**src/rtl/eth_rx_buf_pkg.sv**
```systemverilog
// Shared types and constants for the Ethernet RX frame buffer: write-FSM states,
// CSR word addresses and STATUS/CONTROL bit positions.
package eth_rx_buf_pkg;

    typedef enum logic [1:0] {
        S_IDLE = 2'd0,
        S_RECV = 2'd1,
        S_DROP = 2'd2
    } wr_state_e;

    localparam logic [1:0] CSR_STATUS  = 2'd0;
    localparam logic [1:0] CSR_DATA    = 2'd1;
    localparam logic [1:0] CSR_CONTROL = 2'd2;
    localparam logic [1:0] CSR_STATS   = 2'd3;

    localparam int LEN_W            = 16;
    localparam int STATUS_AVAIL_BIT = 31;
    localparam int STATUS_CNT_MSB   = 30;
    localparam int STATUS_CNT_LSB   = 28;
    localparam int CTRL_RELEASE_BIT = 0;
    localparam int CTRL_FLUSH_BIT   = 1;

    function automatic logic [15:0] sat_inc(input logic [15:0] v);
        return (v == 16'hFFFF) ? v : v + 16'd1;
    endfunction

endpackage

```
**src/rtl/eth_rx_len_fifo.sv**
```systemverilog
// Queue of committed frame lengths; head is the oldest unreleased frame.
// Push and pop may coincide while full; flush empties the queue and wins over both.
module eth_rx_len_fifo #(
    parameter int DEPTH = 4,
    parameter int W     = 16
) (
    input  logic                   clk,
    input  logic                   reset,
    input  logic                   push,
    input  logic [W-1:0]           push_data,
    input  logic                   pop,
    input  logic                   flush,
    output logic [W-1:0]           head,
    output logic [$clog2(DEPTH):0] count,
    output logic                   full,
    output logic                   empty
);

    localparam int PTR_W = $clog2(DEPTH);

    logic [W-1:0]     mem [DEPTH];
    logic [PTR_W-1:0] wr_idx;
    logic [PTR_W-1:0] rd_idx;
    logic             do_push;
    logic             do_pop;

    assign empty   = (count == '0);
    assign full    = (count == (PTR_W + 1)'(DEPTH));
    assign do_pop  = pop && !empty;
    assign do_push = push && (!full || do_pop);
    assign head    = mem[rd_idx];

    always_ff @(posedge clk or posedge reset) begin
        if (reset) begin
            wr_idx <= '0;
            rd_idx <= '0;
            count  <= '0;
        end else if (flush) begin
            wr_idx <= '0;
            rd_idx <= '0;
            count  <= '0;
        end else begin
            if (do_push) wr_idx <= wr_idx + PTR_W'(1);
            if (do_pop)  rd_idx <= rd_idx + PTR_W'(1);
            count <= count + (PTR_W + 1)'(do_push) - (PTR_W + 1)'(do_pop);
        end
    end

    always_ff @(posedge clk) begin
        if (do_push && !flush) mem[wr_idx] <= push_data;
    end

endmodule

```
**src/rtl/eth_nios_v2_rx_frame_buf.sv**
```systemverilog
// Ethernet RX frame buffer: MAC byte stream into a ring RAM, drained frame by frame via Avalon-MM CSRs.
// Define ETH_RX_BUF_STATS_EN to build the saturating rx/drop frame counters behind the STATS word.
module eth_nios_v2_rx_frame_buf
    import eth_rx_buf_pkg::*;
#(
    parameter int DATA_W         = 8,
    parameter int ADDR_W         = 9,
    parameter int LEN_FIFO_DEPTH = 4
) (
    input  logic              clk,
    input  logic              reset,
    input  logic              in_valid,
    input  logic [DATA_W-1:0] in_data,
    input  logic              in_sop,
    input  logic              in_eop,
    input  logic              in_err,
    input  logic [1:0]        address,
    input  logic              chipselect,
    input  logic              read,
    input  logic              write,
    input  logic [31:0]       writedata,
    output logic [31:0]       readdata,
    output logic              irq
);

    localparam int DEPTH = 2 ** ADDR_W;
    localparam int CNT_W = $clog2(LEN_FIFO_DEPTH) + 1;

    // Stream handshake: a byte is transferred on every cycle in_valid is high; there is
    // no ready, so a byte that cannot be stored takes its whole frame down with it.
    wr_state_e         state, state_n;
    logic [ADDR_W-1:0] wr_ptr, wr_ptr_n;
    logic [ADDR_W-1:0] frm_start, frm_start_n;
    logic [ADDR_W-1:0] rd_base, rd_base_eff;
    logic [LEN_W-1:0]  rd_off;

    logic [LEN_W-1:0]  lenq_head, head_len, push_len;
    logic [CNT_W-1:0]  lenq_count;
    logic              lenq_full, lenq_empty, lenq_room, push;

    logic              ctrl_wr, stats_wr, rd_req, data_rd, data_ok;
    logic              flush_fire, release_fire;
    logic [ADDR_W-1:0] byte_base, byte_used, byte_len;
    logic              byte_full, mid_frame;
    logic              commit_inc, drop_inc, ram_we;
    logic [ADDR_W-1:0] ram_raddr;
    logic [DATA_W-1:0] ram [DEPTH];
    logic [DATA_W-1:0] ram_q;

    logic [31:0]       status_word, stats_word, csr_word, rd_word_q;
    logic              data_ok_q;
    logic              unused_wdata;

    assign ctrl_wr      = chipselect && write && (address == CSR_CONTROL);
    assign stats_wr     = chipselect && write && (address == CSR_STATS);
    assign rd_req       = chipselect && read;
    assign data_rd      = rd_req && (address == CSR_DATA);
    assign flush_fire   = ctrl_wr && writedata[CTRL_FLUSH_BIT];
    assign release_fire = ctrl_wr && writedata[CTRL_RELEASE_BIT] && !writedata[CTRL_FLUSH_BIT] && !lenq_empty;
    assign unused_wdata = ^writedata[31:2];

    assign head_len    = lenq_empty ? '0 : lenq_head;
    assign rd_base_eff = release_fire ? rd_base + head_len[ADDR_W-1:0] : rd_base;
    assign lenq_room   = !lenq_full || release_fire;
    assign data_ok     = (rd_off < head_len);
    assign ram_raddr   = rd_base + rd_off[ADDR_W-1:0];

    // In IDLE wr_ptr always equals frm_start, so a sop byte is always placed at frm_start.
    assign byte_base = in_sop ? frm_start : wr_ptr;
    assign byte_used = byte_base - rd_base_eff;
    assign byte_full = (byte_used == ADDR_W'(DEPTH - 1));
    assign byte_len  = byte_base + ADDR_W'(1) - frm_start;
    assign mid_frame = (state != S_IDLE) || (in_valid && in_sop);

    always_comb begin
        state_n     = state;
        wr_ptr_n    = wr_ptr;
        frm_start_n = frm_start;
        ram_we      = 1'b0;
        push        = 1'b0;
        push_len    = LEN_W'(byte_len);
        commit_inc  = 1'b0;
        drop_inc    = 1'b0;
        if (flush_fire) begin
            wr_ptr_n = frm_start;
            if (mid_frame && in_valid && in_eop) begin
                state_n  = S_IDLE;
                drop_inc = 1'b1;
            end else begin
                state_n = mid_frame ? S_DROP : S_IDLE;
            end
        end else if (in_valid) begin
            if (state == S_DROP && !in_sop) begin
                if (in_eop) begin
                    wr_ptr_n = frm_start;
                    state_n  = S_IDLE;
                    drop_inc = 1'b1;
                end
            end else if (state != S_IDLE || in_sop) begin
                if (byte_full) begin
                    if (in_eop) begin
                        wr_ptr_n = frm_start;
                        state_n  = S_IDLE;
                        drop_inc = 1'b1;
                    end else begin
                        state_n = S_DROP;
                    end
                end else begin
                    ram_we = 1'b1;
                    if (in_eop) begin
                        state_n = S_IDLE;
                        if (!in_err && lenq_room) begin
                            push        = 1'b1;
                            commit_inc  = 1'b1;
                            wr_ptr_n    = byte_base + ADDR_W'(1);
                            frm_start_n = byte_base + ADDR_W'(1);
                        end else begin
                            wr_ptr_n = frm_start;
                            drop_inc = 1'b1;
                        end
                    end else begin
                        wr_ptr_n = byte_base + ADDR_W'(1);
                        state_n  = S_RECV;
                    end
                end
            end
        end
    end

    always_ff @(posedge clk or posedge reset) begin
        if (reset) begin
            state     <= S_IDLE;
            wr_ptr    <= '0;
            frm_start <= '0;
            rd_base   <= '0;
            rd_off    <= '0;
            irq       <= 1'b0;
        end else begin
            state     <= state_n;
            wr_ptr    <= wr_ptr_n;
            frm_start <= frm_start_n;
            rd_base   <= flush_fire ? frm_start : rd_base_eff;
            if (flush_fire || release_fire) rd_off <= '0;
            else if (data_rd && data_ok)    rd_off <= rd_off + LEN_W'(1);
            irq <= !lenq_empty;
        end
    end

    always_ff @(posedge clk) begin
        if (ram_we) ram[byte_base] <= in_data;
        ram_q <= ram[ram_raddr];
    end

    eth_rx_len_fifo #(
        .DEPTH (LEN_FIFO_DEPTH),
        .W     (LEN_W)
    ) u_len_fifo (
        .clk       (clk),
        .reset     (reset),
        .push      (push),
        .push_data (push_len),
        .pop       (release_fire),
        .flush     (flush_fire),
        .head      (lenq_head),
        .count     (lenq_count),
        .full      (lenq_full),
        .empty     (lenq_empty)
    );

    always_comb begin
        status_word = '0;
        if (!lenq_empty) begin
            status_word[STATUS_AVAIL_BIT]               = 1'b1;
            status_word[STATUS_CNT_MSB:STATUS_CNT_LSB]  = 3'(lenq_count);
            status_word[LEN_W-1:0]                      = lenq_head;
        end
        case (address)
            CSR_STATUS: csr_word = status_word;
            CSR_STATS:  csr_word = stats_word;
            default:    csr_word = '0;
        endcase
    end

`ifdef ETH_RX_BUF_STATS_EN
    logic [15:0] rx_frames, drop_frames;

    always_ff @(posedge clk or posedge reset) begin
        if (reset) begin
            rx_frames   <= '0;
            drop_frames <= '0;
        end else if (stats_wr) begin
            rx_frames   <= '0;
            drop_frames <= '0;
        end else begin
            if (commit_inc) rx_frames   <= sat_inc(rx_frames);
            if (drop_inc)   drop_frames <= sat_inc(drop_frames);
        end
    end

    assign stats_word = {rx_frames, drop_frames};
`else
    logic unused_stats;
    assign unused_stats = ^{commit_inc, drop_inc, stats_wr};
    assign stats_word   = '0;
`endif

    // readdata is only meaningful the cycle after a read and returns to 0 otherwise.
    always_ff @(posedge clk or posedge reset) begin
        if (reset) begin
            rd_word_q <= '0;
            data_ok_q <= 1'b0;
        end else begin
            rd_word_q <= (rd_req && !data_rd) ? csr_word : '0;
            data_ok_q <= data_rd && data_ok;
        end
    end

    assign readdata = data_ok_q ? {{(32 - DATA_W){1'b0}}, ram_q} : rd_word_q;

endmodule

```
**config.mk**
```make
export PLATFORM = sky130hd
export DESIGN_NAME = eth_nios_v2_rx_frame_buf
export DESIGN_NICKNAME = d
export VERILOG_FILES = /design/src/rtl/eth_rx_buf_pkg.sv /design/src/rtl/eth_rx_len_fifo.sv /design/src/rtl/eth_nios_v2_rx_frame_buf.sv
export SDC_FILE = /design/constraint.sdc
export NUM_CORES = 2
export LEC_CHECK = 0
export ABC_AREA = 0
export CAP_MARGIN = 20
export CORE_MARGIN = 4
export CORE_UTILIZATION = 50
export CTS_CLUSTER_DIAMETER = 60
export DETAILED_ROUTE_END_ITERATION = 8
export GPL_ROUTABILITY_DRIVEN = 0
export HOLD_SLACK_MARGIN = 0.08
export PLACE_DENSITY_LB_ADDON = 0.2
export RECOVER_POWER = 100
export SYNTH_ARGS = -nofsm -noshare
export SYNTH_HDL_FRONTEND = slang
export SYNTH_HIERARCHICAL = 1
export SYNTH_MEMORY_MAX_BITS = 65536
export SYNTH_SLANG_ARGS = --single-unit
```
**constraint.sdc**
```tcl
create_clock -name clk -period 5.8 [get_ports clk]
set_input_delay 1.74 -clock clk [delete_from_list [all_inputs] [get_ports clk]]
set_output_delay 1.74 -clock clk [all_outputs]
set_load 0.01 [all_outputs]
```
==> impl_metrics.tcl <==
set metrics [dict create \
    fin_skew_ps 41.9 \
    peakVddDrop_v 0.00107 \
    synth_edf_count 4160 \
    cp_num_buf_inv 2 \
    numCtsBuffers 429 \
    pwr-share-clk_pct 22.2 \
    p_int_uw 78800 \
    syn-mean-instance-area_um2 22.9 \
    overflow 0 \
    fin_crit_sh_pct 98.3 \
    vias 79466 \
    r2r_start "u_len_fifo/rd_idx[0]" \
    synth_cells 7281 \
    cts_tree "yes" \
    coreArea_um2 331000 \
    end_kind "register" \
    worstPathRequired_ps 6430 \
    achievable-frequency_mhz 175 \
    grt_use_total_pct 23.3 \
    die_y_um 585 \
    ys_ff_latch 4242 \
    maxCapViolCount 24 \
    max_stage_delay_ps 3000 \
    post-route-min-period_ps 5700 \
    grt_pass1_vias 81244 \
    synth_ff_type "edfxtp_1" \
    ioPinCount 84 \
    clock_sinks 4242 \
    initial_core_util_pct 50.3 \
    met3_usage_pct 3.58 \
    clkTransAtPathRegs_ps 60 \
    dp_worst_setup_slack_ps -829 \
    worst_pin_slew_ps 5130 \
    timing.final.ws_setup_ps 100 \
    drtAntennaViolNets 0 \
    clockBufferDepth 4 \
    cts-htree-levels 5 \
    hp-start "wr_ptr[1]" \
    final.fill_count 23359 \
    synth_compound_area_share_pct 0.691 \
    power_density_nw_per_um2 639 \
    drtPass1Iterations 5 \
    criticalPathCategory "input pin to register" \
    violations "capacitance limit, slew limit" \
    grt_pass1_wl_mm 581 \
    p_switching_uw 44800 \
    syn_area_um2 167000 \
    finalMaxSlewViolations 2234 \
    cp.arrival_ps 6330 \
    met1_usage_pct 34.4 \
    synth_cell_types 82 \
    drcViolationCount 0 \
    finalSetupViolations 0 \
    syn_to_final_growth_pct 16.2 \
    cp_max_fo 92 \
    outcome "complete, but fails checks" \
    drive_gt1_share_pct 35.3 \
    cp-startpoint "in_data[0]" \
    max-slew-margin-rel_pct -242 \
    grtUsageMet2_pct 37.2 \
    synthSimpleGateAreaFrac_pct 2.33 \
    synthArstFlopShare_pct 1.74 \
    p_sw_share_pct 36.2 \
    power.share.sequential_pct 27.9 \
    crit_path_start_kind "input pin" \
    leakagePower_uw 0.0622 \
    critPathTopFamily "buffers and inverters" \
    routedWlPerCell_um 30.5 \
    place_hpwl_mm 246 \
    crit_chain "dlymetal6s2s_1, clkbuf_4" \
    synth.mux.area_fraction_pct 18.9 \
    combPwrFrac_pct 50.0 \
    wl_mm 399 \
    grt_max_degree 164 \
    insertion_delay_ps 950 \
    holdBufCountCts 0 \
    yosysSeqAreaShare_pct 76.1 \
    ys_warn_count 6 \
    synth_top_family_by_area "multiplexers" \
    holdWs_ps 558 \
    synth_fa_ha_area_share_pct 0.450 \
    viasPerCell 6.07 \
    nets 8457 \
    hold_path.class "register to register" \
    port_buffers 41 \
    die_x_um 585 \
    dieArea_um2 343000 \
    layout_common_cells "edfxtp_1, mux4_2, buf_4" \
    final_hold_viol_count 0 \
    drt-initial-drc-count 9421 \
    synth_xor_area_share_pct 0.271 \
    layout_commonest_cell "edfxtp_1" \
    num_rows 211 \
    antenna_found_initial 21 \
    grt_busiest_layer "met2" \
    cts-root-buf "clkbuf_16" \
    slowest_stage "dlymetal6s2s_1" \
    final_util_pct 58.5 \
]
[synthesized netlist by cell type (12+ instances only)]
cell	count	share of area [%]
mux2_2	40	0.27
edfxtp_1	4160	75
nor2b_1	23	0.086
nand3_1	44	0.13
dfrtp_1	74	1.1
and2_1	29	0.11
buf_6	26	0.18
o21ai_0	37	0.11
nand2_1	103	0.23
nor2_1	570	1.3
a21oi_1	41	0.12
buf_4	24	0.11
a21o_1	12	0.054
o21a_1	13	0.059
nand3_4	14	0.15
ha_1	52	0.39
buf_1	106	0.24
mux4_2	1360	18
xnor2_1	37	0.19
a22oi_1	12	0.054
mux2i_1	38	0.23
xor2_1	12	0.063
clkbuf_1	247	0.56
inv_1	45	0.10
[per-stage QoR]
| step | setup TNS (ps) | cells | cell area (um2) | total power, uW |
|---|---|---|---|---|
| 6_report | 0 | 13086 | 194000 | 124000 |
| 5_1_grt | -9190 | 13082 | 194000 | 128000 |
| 4_1_cts | 0 | 13068 | 194000 | 125000 |
| 3_5_place_dp | -2849090 | 12275 | 180000 | 97400 |
| 3_3_place_gp | -2507670 | 12274 | 180000 | 97100 |
| 2_1_floorplan | 0 | 7320 | 167000 | 73600 |
[final cells by class]
type | count | area (um2) | area share, %
clock buffer | 529 | 11300 | 5.84
sequential | 4242 | 127000 | 65.6
multi-input combinational | 2619 | 38200 | 19.7
tap | 4366 | 5460 | 2.82
antenna | 9 | 22.5 | 0.0116
clock inverter | 263 | 2650 | 1.37
inverter | 46 | 173 | 0.0892
timing repair buffer | 1012 | 8870 | 4.58
[power by group through the flow]
stage                     Clock (uW)  Sequential, uW  Combinational, uW
after floorplan                    0           35000              38600
after global placement             0           35000              62100
after detailed placement           0           35100              62400
after CTS                      27900           34400              62600
after global routing           29300           34500              64500
final                          27400           34500              61800
[state kept, by name (all words and copies together) (netlist names)]
signal / flops
ram: 4096
irq: 1
u_len_fifo/count: 3
rd_off: 16
rd_base: 9
u_len_fifo/mem: 64
frm_start: 9
u_len_fifo/rd_idx: 2
rd_word_q: 20
ram_q: 8
data_ok_q: 1
u_len_fifo/wr_idx: 2
state: 2
wr_ptr: 9
[logic make-up (layout without fill, tap and decap cells)]
logic type / count (synthesis) / after routing
compound gates: 177 / 177
xor+xnor: 50 / 50
fa+ha+maj: 58 / 58
buf+inv: 460 / 1850
flops: 4242 / 4242
mux: 1440 / 1440
other cells: 1 / 49
simple gates: 853 / 854
[worst paths after layout]
path                       slack [ps]              endpoint  cells after the start
hold / removal                    560             wr_ptr[1]                      2
setup reg to reg                  190           ram[373][5]                     26
hold reg to reg                   560             wr_ptr[1]                      2
min in group asynchronous        1210  u_len_fifo/rd_idx[1]                      2
max in group asynchronous        1810             wr_ptr[7]                      3
setup / recovery                  100            ram[75][0]                      2
[layer usage]
layer,vias up,wire [um]
met5,-,22
met4,4,10100
met3,529,29400
met2,3239,195000
met1,42814,164000
li1,32880,-
[what timing repair did]
item,in CTS,in global routing
setup endpoints to repair,854,3944
pin swaps,0,9
gates resized for setup,3,29
gates cloned,0,1
setup buffers,1,8
(Power assumes the default switching activity.)
